<file path="config.mk">
export PLATFORM = sky130hd
export DESIGN_NAME = fetch_unit
export DESIGN_NICKNAME = d
export VERILOG_FILES = /design/src/rtl/fetch_unit.sv
export SDC_FILE = /design/constraint.sdc
export NUM_CORES = 1
export LEC_CHECK = 0
export BUFFER_PORTS_ARGS = -buffer_cell sky130_fd_sc_hd__buf_4
export CORE_ASPECT_RATIO = 0.5
export CORE_MARGIN = 2
export CORE_UTILIZATION = 45
export CTS_CLUSTER_DIAMETER = 40
export DETAILED_ROUTE_END_ITERATION = 10
export PLACE_DENSITY_LB_ADDON = 0.1
export SLEW_MARGIN = 10
export SYNTH_ARGS = -nofsm -noshare
export SYNTH_HDL_FRONTEND = slang
export SYNTH_SLANG_ARGS = --single-unit
</file>
<file path="constraint.sdc">
create_clock -name clk_i -period 11.2 [get_ports clk_i]
set_input_delay 0.56 -clock clk_i [delete_from_list [all_inputs] [get_ports clk_i]]
set_output_delay 0.56 -clock clk_i [all_outputs]
set_load 0.1 [all_outputs]
</file>
<file path="src/rtl/fetch_unit.sv">
// Instruction-fetch initiator: issues word requests on a req/gnt/rvalid port and
// queues returned instructions with their PC in a first-word-fall-through FIFO.
module fetch_unit #(
  parameter logic [63:0] RESET_PC = 64'h0,
  parameter int unsigned DEPTH    = 4,
  parameter int unsigned MAX_OUT  = 2
) (
  input  logic        clk_i,
  input  logic        rst_i,
  output logic        mem_req_o,
  output logic [63:0] mem_addr_o,
  input  logic        mem_gnt_i,
  input  logic        mem_rvalid_i,
  input  logic [31:0] mem_rdata_i,
  output logic        instr_valid_o,
  output logic [31:0] instr_o,
  output logic [63:0] instr_pc_o,
  input  logic        instr_ready_i,
  input  logic        redirect_i,
  input  logic [63:0] redirect_pc_i
);
  localparam int unsigned PW  = $clog2(DEPTH);
  localparam int unsigned CW  = $clog2(DEPTH + 1);
  localparam int unsigned CW1 = CW + 1;

  typedef struct packed {
    logic [31:0] instr;
    logic [63:0] pc;
  } entry_t;

  entry_t          fifo_q [DEPTH];
  logic [PW-1:0]   head_q, tail_q;
  logic [CW-1:0]   count_q, outstanding_q, stale_q;
  logic [63:0]     fetch_pc_q, resp_pc_q;

  logic            can_issue, grant, resp, resp_keep, pop;
  logic [CW-1:0]   outstanding_nxt, count_nxt;
  logic [CW1-1:0]  occupancy;
  logic [63:0]     redirect_base;
  entry_t          head_entry;

  always_comb begin
    // NOTE: every combinational output gets a default first, so no path can infer a latch.
    occupancy       = {1'b0, count_q} + {1'b0, outstanding_q};
    can_issue       = (outstanding_q < CW'(MAX_OUT)) && (occupancy < CW1'(DEPTH));
    grant           = !rst_i && can_issue && mem_gnt_i;
    // A response with nothing outstanding belongs to no grant we know of.
    resp            = !rst_i && mem_rvalid_i && (outstanding_q != '0);
    resp_keep       = resp && (stale_q == '0);
    pop             = instr_valid_o && instr_ready_i;
    outstanding_nxt = outstanding_q + CW'(grant) - CW'(resp);
    count_nxt       = count_q + CW'(resp_keep) - CW'(pop);
    redirect_base   = redirect_pc_i & ~64'h3;
    head_entry      = fifo_q[head_q];
  end

  // Request side depends only on registered state, gated by reset.
  assign mem_req_o     = !rst_i && can_issue;
  assign mem_addr_o    = rst_i ? RESET_PC : fetch_pc_q;
  assign instr_valid_o = !rst_i && (count_q != '0);
  assign instr_o       = instr_valid_o ? head_entry.instr : 32'h0;
  assign instr_pc_o    = instr_valid_o ? head_entry.pc : 64'h0;

  always_ff @(posedge clk_i) begin
    // NOTE: state registers use non-blocking assignments so every flop samples pre-edge values.
    if (rst_i) begin
      fetch_pc_q    <= RESET_PC;
      resp_pc_q     <= RESET_PC;
      head_q        <= '0;
      tail_q        <= '0;
      count_q       <= '0;
      outstanding_q <= '0;
      stale_q       <= '0;
    end else begin
      outstanding_q <= outstanding_nxt;
      if (redirect_i) begin
        // Everything still in flight (including this cycle's grant) is for the old path.
        fetch_pc_q <= redirect_base;
        resp_pc_q  <= redirect_base;
        head_q     <= '0;
        tail_q     <= '0;
        count_q    <= '0;
        stale_q    <= outstanding_nxt;
      end else begin
        if (grant) fetch_pc_q <= fetch_pc_q + 64'd4;
        if (resp && (stale_q != '0)) stale_q <= stale_q - CW'(1);
        if (resp_keep) begin
          tail_q    <= tail_q + PW'(1);
          resp_pc_q <= resp_pc_q + 64'd4;
        end
        if (pop) head_q <= head_q + PW'(1);
        count_q <= count_nxt;
      end
    end
  end

  // NOTE: FIFO storage has no reset; the pointers and count alone define which entries are live.
  always_ff @(posedge clk_i) begin
    if (!rst_i && !redirect_i && resp_keep) begin
      fifo_q[tail_q] <= '{instr: mem_rdata_i, pc: resp_pc_q};
    end
  end

  a_no_orphan_rvalid: assert property (@(posedge clk_i) disable iff (rst_i)
    mem_rvalid_i |-> (outstanding_q != '0));

  a_credit: assert property (@(posedge clk_i) disable iff (rst_i)
    occupancy <= CW1'(DEPTH));

  a_stale_bound: assert property (@(posedge clk_i) disable iff (rst_i)
    (stale_q <= outstanding_q) && (outstanding_q <= CW'(MAX_OUT)));

endmodule

</file>
==> flow_summary.toml <==
[sta]
holdWs_ns = 0.185
drv_slew = 0
final.period_utilization = 0.385
finalSetupTns_ns = 0
grt_setup_unrepaired = "no"
period_needed_ns = 4.31
tightest_slew_ns = 1.08
setup_viol = 0
slew_headroom = 0.283
max_freq_ghz = 0.232
skew_ns = 0.0246
hold_viol_final = 0

[clocking]
clock-sinks = 515
clk_path_buf_depth = 3
clk_pin_slew_ns = 0.06
cts_setup_buffers = 0
cts_buffers = 52
htree_levels = 2
worstSkewPairLatency_ns = 0.59
cts_tree = "done"
root_buffer = "clkbuf_16"
cts_hold_buf = 0
cts_resized = 0

[synthesis]
yosys.cell_count.top_type = "edfxtp_1"
async_flop_share = 0
synth-xor-area-share = 0.0238
synthesis.area_um2 = 22800
ys_ff_latch = 515
synth_edf_count = 376
synth_fa_ha_area_frac = 0.00997
yosys.cell_types.count = 63
yosys_warnings = 0
syn_avg_cell_area_um2 = 13.7
yosysSeqAreaShare = 0.616
dominantRegCellSynth = "edfxtp_1"
yosys-top-cells-area = "edfxtp_1, dfxtp_1, mux4_2, and2_1, o21a_1"
synth_top_cell_by_area = "edfxtp_1"
yosys.area.top_type_share = 0.494
synth-simple-area-share = 0.156
synthTopCellsByCount = "edfxtp_1, dfxtp_1, and2_1"
syn_inst = 1667
synth_top_family_by_area = "simple AND/OR/NAND/NOR gates"
synthMuxAreaShare = 0.0931
synth_compound_area_frac = 0.0801

[hold_path]
min_to = "fifo_q[0][78]"
min_path_type = "in -> reg"
holdPathStages = 1
hp-start = "mem_rdata_i[14]"

[global_route]
grt_max_degree = 98
grt_pass1_wl_mm = 88.5
grt_usage = 0.224
antenna_found_initial = 4
grt_overflow = 0
grt_pass1_vias = 14400

[worst_setup_path]
crit_path_end_kind = "output pin"
crit_path_start_kind = "flip-flop"
r2r_start = "count_q[2]"
path_max_fanout = 39
r2r_slack_ns = 7.89
rr_worst_depth = 6
arrival_ns = 3.75
worstPathRequired_ns = 10.64
r2r-end = "fetch_pc_q[38]"
crit_type = "reg -> out"

[status]
status = "complete, no violations"

[route]
drtIter0Drc = 1172
drc_errors = 0
ant_nets = 0
avgViaCountPerCell = 5.73
wl_per_cell_um = 22.7
drt_wl_total_mm = 59.7
vias = 15100
dr.pass1.iters = 5

[die]
die-height_um = 163
die_w_um = 323
io_pins = 264
rows = 58
initial_core_util = 0.455
dieArea_um2 = 52700
core_um2 = 50200

[cells_and_area]
stdcell_count = 2634
final_net_count = 2021
area_delta_synth_final_pct = 18.6
design_area_um2 = 27100
drive_above_1_share = 0.242

[placement]
place.gp.congestion = 0.853
placedCellCount = 2538
dp_hpwl_mm = 39.3
portBuffers = 257
placed_area_um2 = 25400

[pwr]
p_leak_nw = 9.09
powerDensity_nw_per_um2 = 161
ir_drop_uv = 118

[flow_run]
drv_cap = 0
final cells by class:
cell class	count	area, um2
sequential	515	14100
timing repair buffer	275	2060
fill	4330	23100
antenna	1	2.50
tap	690	863
clock buffer	63	1360
multi-input combinational	1033	8340
inverter	25	96.3
clock inverter	32	290
critical path, cell delays in order, from the launching register on:
cell and delay [ns]:
dfxtp_4 0.67, buf_4 0.63, buf_4 0.75, mux4_2 0.58, and2_1 0.20, buf_4 0.24
kinds of logic after synthesis:
group / count (synthesis)
AOI/OAI and AO/OA: 241
adders and majority gates: 17
buffers and inverters: 122
xor gates and xnor gates: 62
muxes: 95
DFF: 515
other: 1
and+or+nand+nor: 614
registers in the layout, summed over array words and instances, names as in the netlist, named ones only:
signal and count:
count_q 3, fetch_pc_q 62, fifo_q 376, head_q 2, outstanding_q 3, resp_pc_q 62
stale_q 3, tail_q 2
routing by layer:
layer  vias to the layer above  GRT usage  share of wire
met4                         2     0.0573          0.023
met2                       442      0.351           0.46
li1                       6961          -              -
met3                        85     0.0321          0.058
met5                         -          0        0.00022
met1                      7614      0.330           0.46
report_power, final:
group,total [mW],switching [mW],leakage (nW),internal (mW)
combinational,0.479,0.328,3.73,0.151
sequential,2.18,0.0793,4.57,2.10
clock,1.72,0.767,0.789,0.949
layout by cell type (no fill, tap or decap), types with 5 or more instances in the layout:
master,n
a21oi_1,7
xnor2_1,32
nand4_1,60
nor4_1,41
a311oi_1,7
clkbuf_16,53
a21boi_1,5
and3_1,32
o31a_1,44
o21ai_0,16
nor4_2,7
nor2b_1,72
buf_4,275
or4_1,11
clkinv_1,8
o31ai_1,10
o21a_1,62
nand3_1,57
clkbuf_1,10
nor3b_1,5
a21boi_0,42
xor2_1,30
inv_1,23
dfxtp_1,137
inv_6,8
and2_1,107
a31oi_1,10
and4_1,20
a211oi_1,19
nand2_1,69
mux4_2,94
or3_1,9
nor2_1,55
ha_1,15
nor3_1,45
edfxtp_1,376
how the worst max path moves through the flow:
stage,start,endpoint,cells after the start,slack (ns)
after floorplan,rst_i,fifo_q[0][10],5,6.85
after global placement,flip-flop,instr_pc_o[20],5,7.32
after detailed placement,flip-flop,instr_pc_o[20],5,7.32
after CTS,flip-flop,instr_pc_o[20],5,6.69
after global routing,flip-flop,instr_pc_o[20],5,6.52
final,flip-flop,instr_pc_o[20],5,6.89
stage by stage:
stage / util / setup WS [ns] / power [mW]
finish: 0.540 / 6.89 / 4.37
global route: 0.540 / 6.52 / 4.53
CTS: 0.540 / 6.69 / 4.40
detailed placement: 0.507 / 7.32 / 2.70
global placement: 0.507 / 7.32 / 2.69
floorplan: - / 6.85 / 2.53
(Power assumes the default switching activity.)
